$ cat config.mk
export PLATFORM = sky130hd
export DESIGN_NAME = mem_port_arbiter_flat
export DESIGN_NICKNAME = d
export VERILOG_FILES = /design/src/rtl/mem_port_arbiter_if.sv /design/src/rtl/mem_port_arbiter.sv /design/src/flat_wrapper.sv
export SDC_FILE = /design/constraint.sdc
export NUM_CORES = 1
export LEC_CHECK = 0
export BUFFER_PORTS_ARGS = -buffer_cell sky130_fd_sc_hd__buf_2
export CORE_AREA = 2 2 104 106
export DETAILED_ROUTE_END_ITERATION = 8
export DIE_AREA = 0 0 106 108
export MAX_ROUTING_LAYER = met4
export PLACE_DENSITY = 0.81
export SLEW_MARGIN = 40
export SYNTH_ARGS = -nofsm -noshare
export SYNTH_HDL_FRONTEND = slang
export SYNTH_SLANG_ARGS = --single-unit
$ cat constraint.sdc
create_clock -name i_clk -period 3.25 [get_ports i_clk]
set_input_delay 0.975 -clock i_clk [delete_from_list [all_inputs] [get_ports i_clk]]
set_output_delay 0.975 -clock i_clk [all_outputs]
set_load 0.02 [all_outputs]
$ cat src/rtl/mem_port_arbiter_if.sv
// ----------------------------------------------------------------------------
// mem_port_arbiter_if
// Bundles the IF-stage, MEM-stage and unified-memory signals that meet at the
// memory port arbiter.
//   IF side  : flush, if_req, if_addr -> if_rdata, if_ready, stall_if
//   MEM side : mem_req, mem_we, mem_addr, mem_wdata -> mem_rdata, mem_ready,
//              stall_mem
//   RAM side : ram_req, ram_we, ram_addr, ram_wdata -> ram_rdata, ram_ack
// Modport slave is the arbiter view; modport master is the CPU/memory view.
// ----------------------------------------------------------------------------
interface mem_port_arbiter_if #(
  parameter int ADDR_W = 32,
  parameter int DATA_W = 32
);
  logic              flush;
  logic              if_req;
  logic [ADDR_W-1:0] if_addr;
  logic [DATA_W-1:0] if_rdata;
  logic              if_ready;
  logic              mem_req;
  logic              mem_we;
  logic [ADDR_W-1:0] mem_addr;
  logic [DATA_W-1:0] mem_wdata;
  logic [DATA_W-1:0] mem_rdata;
  logic              mem_ready;
  logic              stall_if;
  logic              stall_mem;
  logic              ram_req;
  logic              ram_we;
  logic [ADDR_W-1:0] ram_addr;
  logic [DATA_W-1:0] ram_wdata;
  logic [DATA_W-1:0] ram_rdata;
  logic              ram_ack;

  modport slave (
    input  flush, if_req, if_addr, mem_req, mem_we, mem_addr, mem_wdata,
           ram_rdata, ram_ack,
    output if_rdata, if_ready, mem_rdata, mem_ready, stall_if, stall_mem,
           ram_req, ram_we, ram_addr, ram_wdata
  );

  modport master (
    output flush, if_req, if_addr, mem_req, mem_we, mem_addr, mem_wdata,
           ram_rdata, ram_ack,
    input  if_rdata, if_ready, mem_rdata, mem_ready, stall_if, stall_mem,
           ram_req, ram_we, ram_addr, ram_wdata
  );
endinterface

$ cat src/rtl/mem_port_arbiter.sv
// ----------------------------------------------------------------------------
// mem_port_arbiter
// Shares one single-ported unified memory between instruction fetch (IF) and
// load/store (MEM). One transaction at a time; MEM normally wins, but after
// STARVE_MAX consecutive MEM grants with IF waiting, IF is forced in.
// A flush during a fetch lets the memory access finish but hides its result.
// Ports:
//   i_clk  : clock, rising edge
//   i_rst  : synchronous active-high reset
//   io_bus : mem_port_arbiter_if.slave (IF, MEM and RAM handshakes)
// ----------------------------------------------------------------------------
module mem_port_arbiter #(
  parameter int ADDR_W     = 32,
  parameter int DATA_W     = 32,
  parameter int STARVE_MAX = 4
) (
  input  logic                 i_clk,
  input  logic                 i_rst,
  mem_port_arbiter_if.slave    io_bus
);

  localparam int CNT_W = $clog2(STARVE_MAX + 1);

  typedef enum logic [1:0] {
    ST_IDLE     = 2'd0,
    ST_BUSY_IF  = 2'd1,
    ST_BUSY_MEM = 2'd2
  } state_t;

  state_t            r_state;
  state_t            w_state_nxt;
  logic              r_ram_req;
  logic              r_ram_we;
  logic [ADDR_W-1:0] r_ram_addr;
  logic [DATA_W-1:0] r_ram_wdata;
  logic              r_kill;
  logic [CNT_W-1:0]  r_starve_cnt;

  logic w_if_starved;
  logic w_grant_mem;
  logic w_grant_if;
  logic w_done;
  logic w_if_ready;
  logic w_mem_ready;

  // IF has waited through the maximum run of MEM grants and must go next.
  assign w_if_starved = io_bus.if_req && (r_starve_cnt == CNT_W'(STARVE_MAX));

  // Next-state and grant decode; grants are only issued from IDLE.
  always_comb begin
    w_state_nxt = r_state;
    w_grant_mem = 1'b0;
    w_grant_if  = 1'b0;
    w_done      = 1'b0;
    case (r_state)
      ST_IDLE: begin
        if (io_bus.mem_req && !w_if_starved) begin
          w_grant_mem = 1'b1;
          w_state_nxt = ST_BUSY_MEM;
        end else if (io_bus.if_req) begin
          w_grant_if  = 1'b1;
          w_state_nxt = ST_BUSY_IF;
        end else begin
          w_state_nxt = ST_IDLE;
        end
      end
      ST_BUSY_IF, ST_BUSY_MEM: begin
        if (io_bus.ram_ack) begin
          w_done      = 1'b1;
          w_state_nxt = ST_IDLE;
        end else begin
          w_state_nxt = r_state;
        end
      end
      default: begin
        w_state_nxt = ST_IDLE;
      end
    endcase
  end

  // State, memory request fields, fetch-kill flag and starvation counter.
  always_ff @(posedge i_clk) begin
    if (i_rst) begin
      r_state      <= ST_IDLE;
      r_ram_req    <= 1'b0;
      r_ram_we     <= 1'b0;
      r_ram_addr   <= '0;
      r_ram_wdata  <= '0;
      r_kill       <= 1'b0;
      r_starve_cnt <= '0;
    end else begin
      r_state <= w_state_nxt;
      if (w_grant_mem) begin
        r_ram_req   <= 1'b1;
        r_ram_we    <= io_bus.mem_we;
        r_ram_addr  <= io_bus.mem_addr;
        r_ram_wdata <= io_bus.mem_wdata;
        if (!io_bus.if_req) begin
          r_starve_cnt <= '0;
        end else if (r_starve_cnt != CNT_W'(STARVE_MAX)) begin
          r_starve_cnt <= r_starve_cnt + CNT_W'(1);
        end else begin
          r_starve_cnt <= r_starve_cnt;
        end
      end else if (w_grant_if) begin
        r_ram_req    <= 1'b1;
        r_ram_we     <= 1'b0;
        r_ram_addr   <= io_bus.if_addr;
        r_starve_cnt <= '0;
      end else if (w_done) begin
        r_ram_req <= 1'b0;
        r_kill    <= 1'b0;
      end else if ((r_state == ST_BUSY_IF) && io_bus.flush) begin
        // Memory cannot abort; remember to drop the result when it arrives.
        r_kill <= 1'b1;
      end else begin
        r_kill <= r_kill;
      end
    end
  end

  // A same-cycle flush also hides the returning fetch.
  assign w_if_ready  = (r_state == ST_BUSY_IF) && io_bus.ram_ack && !r_kill && !io_bus.flush;
  assign w_mem_ready = (r_state == ST_BUSY_MEM) && io_bus.ram_ack;

  assign io_bus.if_ready  = w_if_ready;
  assign io_bus.mem_ready = w_mem_ready;
  assign io_bus.if_rdata  = w_if_ready ? io_bus.ram_rdata : {DATA_W{1'b0}};
  // Stores return zero data.
  assign io_bus.mem_rdata = (w_mem_ready && !r_ram_we) ? io_bus.ram_rdata : {DATA_W{1'b0}};
  assign io_bus.stall_if  = io_bus.if_req && !w_if_ready;
  assign io_bus.stall_mem = io_bus.mem_req && !w_mem_ready;
  assign io_bus.ram_req   = r_ram_req;
  assign io_bus.ram_we    = r_ram_we;
  assign io_bus.ram_addr  = r_ram_addr;
  assign io_bus.ram_wdata = r_ram_wdata;

endmodule

$ cat src/flat_wrapper.sv
// flat-port wrapper written by rule: the top's interface ports become plain ports
module mem_port_arbiter_flat 
#(
  parameter int ADDR_W     = 32,
  parameter int DATA_W     = 32,
  parameter int STARVE_MAX = 4
)
  (i_clk, i_rst, io_bus_flush, io_bus_if_req, io_bus_if_addr, io_bus_mem_req, io_bus_mem_we, io_bus_mem_addr, io_bus_mem_wdata, io_bus_ram_rdata, io_bus_ram_ack, io_bus_if_rdata, io_bus_if_ready, io_bus_mem_rdata, io_bus_mem_ready, io_bus_stall_if, io_bus_stall_mem, io_bus_ram_req, io_bus_ram_we, io_bus_ram_addr, io_bus_ram_wdata);
  mem_port_arbiter_if #(.ADDR_W(ADDR_W), .DATA_W(DATA_W)) io_bus_i ();
  input  logic i_clk;
  input  logic i_rst;
  input wire logic [$bits(io_bus_i.flush)-1:0] io_bus_flush;
  input wire logic [$bits(io_bus_i.if_req)-1:0] io_bus_if_req;
  input wire logic [$bits(io_bus_i.if_addr)-1:0] io_bus_if_addr;
  input wire logic [$bits(io_bus_i.mem_req)-1:0] io_bus_mem_req;
  input wire logic [$bits(io_bus_i.mem_we)-1:0] io_bus_mem_we;
  input wire logic [$bits(io_bus_i.mem_addr)-1:0] io_bus_mem_addr;
  input wire logic [$bits(io_bus_i.mem_wdata)-1:0] io_bus_mem_wdata;
  input wire logic [$bits(io_bus_i.ram_rdata)-1:0] io_bus_ram_rdata;
  input wire logic [$bits(io_bus_i.ram_ack)-1:0] io_bus_ram_ack;
  output wire logic [$bits(io_bus_i.if_rdata)-1:0] io_bus_if_rdata;
  output wire logic [$bits(io_bus_i.if_ready)-1:0] io_bus_if_ready;
  output wire logic [$bits(io_bus_i.mem_rdata)-1:0] io_bus_mem_rdata;
  output wire logic [$bits(io_bus_i.mem_ready)-1:0] io_bus_mem_ready;
  output wire logic [$bits(io_bus_i.stall_if)-1:0] io_bus_stall_if;
  output wire logic [$bits(io_bus_i.stall_mem)-1:0] io_bus_stall_mem;
  output wire logic [$bits(io_bus_i.ram_req)-1:0] io_bus_ram_req;
  output wire logic [$bits(io_bus_i.ram_we)-1:0] io_bus_ram_we;
  output wire logic [$bits(io_bus_i.ram_addr)-1:0] io_bus_ram_addr;
  output wire logic [$bits(io_bus_i.ram_wdata)-1:0] io_bus_ram_wdata;
  assign io_bus_i.flush = io_bus_flush;
  assign io_bus_i.if_req = io_bus_if_req;
  assign io_bus_i.if_addr = io_bus_if_addr;
  assign io_bus_i.mem_req = io_bus_mem_req;
  assign io_bus_i.mem_we = io_bus_mem_we;
  assign io_bus_i.mem_addr = io_bus_mem_addr;
  assign io_bus_i.mem_wdata = io_bus_mem_wdata;
  assign io_bus_i.ram_rdata = io_bus_ram_rdata;
  assign io_bus_i.ram_ack = io_bus_ram_ack;
  assign io_bus_if_rdata = io_bus_i.if_rdata;
  assign io_bus_if_ready = io_bus_i.if_ready;
  assign io_bus_mem_rdata = io_bus_i.mem_rdata;
  assign io_bus_mem_ready = io_bus_i.mem_ready;
  assign io_bus_stall_if = io_bus_i.stall_if;
  assign io_bus_stall_mem = io_bus_i.stall_mem;
  assign io_bus_ram_req = io_bus_i.ram_req;
  assign io_bus_ram_we = io_bus_i.ram_we;
  assign io_bus_ram_addr = io_bus_i.ram_addr;
  assign io_bus_ram_wdata = io_bus_i.ram_wdata;
  mem_port_arbiter #(.ADDR_W(ADDR_W), .DATA_W(DATA_W), .STARVE_MAX(STARVE_MAX)) u_core (.i_clk(i_clk), .i_rst(i_rst), .io_bus(io_bus_i));
endmodule
==> run_summary.xml <==
<?xml version="1.0" encoding="UTF-8"?>
<metrics>
  <group name="floorplanning">
    <metric name="floorplan.rows" unit="">37</metric>
    <metric name="die-area" unit="um2">11450</metric>
    <metric name="starting_density" unit="%">37.04</metric>
    <metric name="die_height" unit="um">108</metric>
    <metric name="fp.dieW" unit="um">106</metric>
    <metric name="core" unit="um2">10230</metric>
    <metric name="num_io_pins" unit="">269</metric>
  </group>
  <group name="setup_path">
    <metric name="type_of_element_launching_the_critical_path" unit="">input port</metric>
    <metric name="critical_path.max_fanout" unit="">32</metric>
    <metric name="endpoint_kind" unit="">primary output</metric>
    <metric name="crit_type" unit="">in -&gt; out</metric>
    <metric name="critPathArrivalTime" unit="ns">1.90</metric>
    <metric name="critPathRequiredTime" unit="ns">2.27</metric>
  </group>
  <group name="synth">
    <metric name="synth_sequential_area_ratio" unit="%">38.03</metric>
    <metric name="ys_warn_count" unit="">0</metric>
    <metric name="synth_area_per_cell" unit="um2">9.024</metric>
    <metric name="synthesis.nets" unit="">560</metric>
    <metric name="synth_ff_type" unit="">dfxtp_1</metric>
    <metric name="synth.cell_area" unit="um2">3790</metric>
    <metric name="synth_enable_flop_cells" unit="">0</metric>
    <metric name="ys_async_sr_fraction" unit="%">0</metric>
    <metric name="netlist_instances" unit="">420</metric>
    <metric name="ys_types" unit="">33</metric>
    <metric name="synth-seq-cells" unit="">72</metric>
  </group>
  <group name="cts">
    <metric name="post_cts_setup_buffer_count" unit="">0</metric>
    <metric name="clkTransAtPathRegs" unit="ns">0.10</metric>
    <metric name="htree_levels" unit="">3</metric>
    <metric name="cts_tree" unit="">done</metric>
    <metric name="cts_repair_resize_count" unit="">0</metric>
    <metric name="cts-buffers-inserted" unit="">9</metric>
    <metric name="clock-sinks" unit="">72</metric>
    <metric name="cts_root_buffer" unit="">clkbuf_8</metric>
    <metric name="clk_path_buf_depth" unit="">2</metric>
    <metric name="ctsHoldBuffers" unit="">0</metric>
    <metric name="clock_latency" unit="ns">0.36</metric>
  </group>
  <group name="timing">
    <metric name="hold_violations" unit="">0</metric>
    <metric name="max_freq" unit="GHz">0.3473</metric>
    <metric name="timing.final.setup_violations" unit="">0</metric>
    <metric name="worstMarginPinSlew" unit="ns">0.6114</metric>
    <metric name="hold_ws" unit="ns">0.4751</metric>
    <metric name="maxSlewHeadroom" unit="%">59.24</metric>
    <metric name="rsz0062_at_grt" unit="">false</metric>
    <metric name="final.setup_skew" unit="ns">0.01581</metric>
    <metric name="fin_setup_tns" unit="ns">0</metric>
    <metric name="drv_slew" unit="">0</metric>
    <metric name="final_min_period_over_clock_period" unit="%">88.60</metric>
    <metric name="min_period" unit="ns">2.880</metric>
  </group>
  <group name="global_route">
    <metric name="via_count_of_the_first_global_routing_pass" unit="">3703</metric>
    <metric name="grt_antenna_before_repair" unit="">0</metric>
    <metric name="grt_most_used_layer" unit="">met2</metric>
    <metric name="total_global_route_track_usage" unit="%">20.25</metric>
    <metric name="grt_use_met1" unit="%">24.64</metric>
    <metric name="grt.met3_usage" unit="%">5.485</metric>
    <metric name="global_route_wire_length_before_repair" unit="mm">18.12</metric>
    <metric name="grt_max_degree" unit="">73</metric>
    <metric name="use_met2" unit="%">33.78</metric>
    <metric name="grt_overflow_total" unit="">0</metric>
  </group>
  <group name="drt">
    <metric name="via_count" unit="">3971</metric>
    <metric name="ant_nets" unit="">0</metric>
    <metric name="drt_wl_total" unit="mm">11.92</metric>
    <metric name="drt_drc_violations_left" unit="">0</metric>
    <metric name="dr_pass1_iterations" unit="">4</metric>
    <metric name="post_drt_via_cell_ratio" unit="">4.933</metric>
    <metric name="wl_per_cell" unit="um">14.80</metric>
    <metric name="drtIter0Drc" unit="">223</metric>
  </group>
  <group name="power_and_ir_drop">
    <metric name="p_sw_share" unit="%">35.60</metric>
    <metric name="power.density" unit="nW/um2">446.0</metric>
    <metric name="static-leakage-power" unit="nW">2.787</metric>
    <metric name="seq_power_share" unit="%">42.0</metric>
    <metric name="vdd_drop_max" unit="uV">279.3</metric>
    <metric name="internal_power" unit="mW">1.538</metric>
    <metric name="share_comb_of_total_power" unit="%">28.1</metric>
    <metric name="net_switching_component_of_the_power" unit="mW">0.8502</metric>
    <metric name="power.clock.fraction" unit="%">29.9</metric>
  </group>
  <group name="finish">
    <metric name="drive_gt1_share" unit="%">49.03</metric>
    <metric name="syn_to_final_growth" unit="%">41.27</metric>
    <metric name="layout.core_utilization" unit="%">52.33</metric>
    <metric name="stdcell_count" unit="">805</metric>
    <metric name="final_common_cell" unit="">buf_2</metric>
    <metric name="nNetsFinal" unit="">804</metric>
    <metric name="mostFrequentLayoutCells" unit="">buf_2, dfxtp_1, and2_1, a21oi_1</metric>
    <metric name="antennaDiodeCount" unit="">0</metric>
  </group>
  <group name="worst_hold_path">
    <metric name="min-delay-path-class" unit="">reg -&gt; reg</metric>
  </group>
  <group name="placement">
    <metric name="count_of_input_and_output_buffers" unit="">268</metric>
    <metric name="place.detailed.instances" unit="">789</metric>
    <metric name="place.detailed.hpwl" unit="mm">8.661</metric>
    <metric name="gp_congestion" unit="">0.7760</metric>
  </group>
  <group name="run_status">
    <metric name="result_of_the_run" unit="">finished clean</metric>
  </group>
  <group name="run">
    <metric name="drv.max_cap_violation_count" unit="">0</metric>
  </group>
</metrics>
synth_stat cells (2+ instances only):
cell type  instances  area share, %
dfxtp_1           72             38
and2_1            66             11
a21oi_1           38            5.0
nand3_1           34            4.5
nor2_1            34            3.4
mux2i_1           32            8.5
o21ai_0           32            4.2
a221oi_2          30             12
clkbuf_1          19            1.9
buf_2              9            1.2
nand2_1            9           0.89
buf_4              6            1.2
ha_1               5            1.7
inv_1              5           0.50
buf_6              4            1.2
clkbuf_2           3           0.40
a221oi_1           2           0.46
and3_1             2           0.33
nand2_4            2           0.59
nand4_1            2           0.33
o211ai_1           2           0.40
metal layers:
layer	part of all wire [%]	routed length [um]
met1	42	5000
met2	49	5894
met3	7.7	913
met4	0.92	110
met5	0	0
worst max-delay path: stages:
cell and delay, ns:
buf_2 0.12, nand2_1 0.10, nor2_1 0.10, buf_4 0.25
and2_1 0.18, buf_2 0.17
area by class of cell:
type                            instances  area, um2
Inverter                                5      18.77
Sequential cell                        72       1441
Clock inverter                          7      73.82
Fill cell                             988       4877
Clock buffer                            9      123.9
Multi-Input combinational cell        301       2107
Timing Repair Buffer                  275       1419
Tap cell                              136      170.2
through the flow:
step | area (um2) | power (mW) | worst slack, ns
floorplan | 3790 | 1.468 | 0.3686
global placement | 5156 | 1.688 | 0.4027
detailed placement | 5156 | 1.700 | 0.3809
CTS | 5354 | 2.433 | 0.3776
global route | 5354 | 2.524 | 0.2494
finish | 5354 | 2.388 | 0.3705
flip-flops by register name (all words and copies together) (netlist names):
signal,cells
u_core.io_bus.ram_req,1
u_core.r_state,2
u_core.r_kill,1
u_core.r_starve_cnt,3
u_core.io_bus.ram_wdata,32
u_core.io_bus.ram_we,1
u_core.io_bus.ram_addr,32
power groups by stage:
stage / sequential (mW) / combinational, mW / clock (mW)
after floorplan: 1.12 / 0.348 / 0
after global placement: 1.02 / 0.670 / 0
after detailed placement: 1.02 / 0.677 / 0
after CTS: 1.00 / 0.677 / 0.752
after global routing: 1.01 / 0.728 / 0.782
final: 1.00 / 0.671 / 0.714
final timing paths:
| kind | slack (ns) | startpoint | end | cells past startpoint |
|---|---|---|---|---|
| worst min register to register | 0.48 | u_core.r_starve_cnt[1] | u_core.r_starve_cnt[1] | 2 |
| worst min-delay path | 0.48 | u_core.r_starve_cnt[1] | u_core.r_starve_cnt[1] | 2 |
| worst max-delay path | 0.37 | io_bus_ram_ack | io_bus_mem_rdata[14] | 6 |
| worst max register to register | 1.23 | u_core.r_starve_cnt[0] | u_core.io_bus.ram_wdata[31] | 6 |
logic make-up after synthesis:
kind of cell / after synthesis / share of synthesized area, %
compound gates: 108 / 22.88
simple gates: 156 / 22.55
buf+inv: 47 / 6.437
fa+ha+maj: 5 / 1.651
mux: 32 / 8.452
flops: 72 / 38.03
No activity file was read; power rests on OpenSTA's default activity.
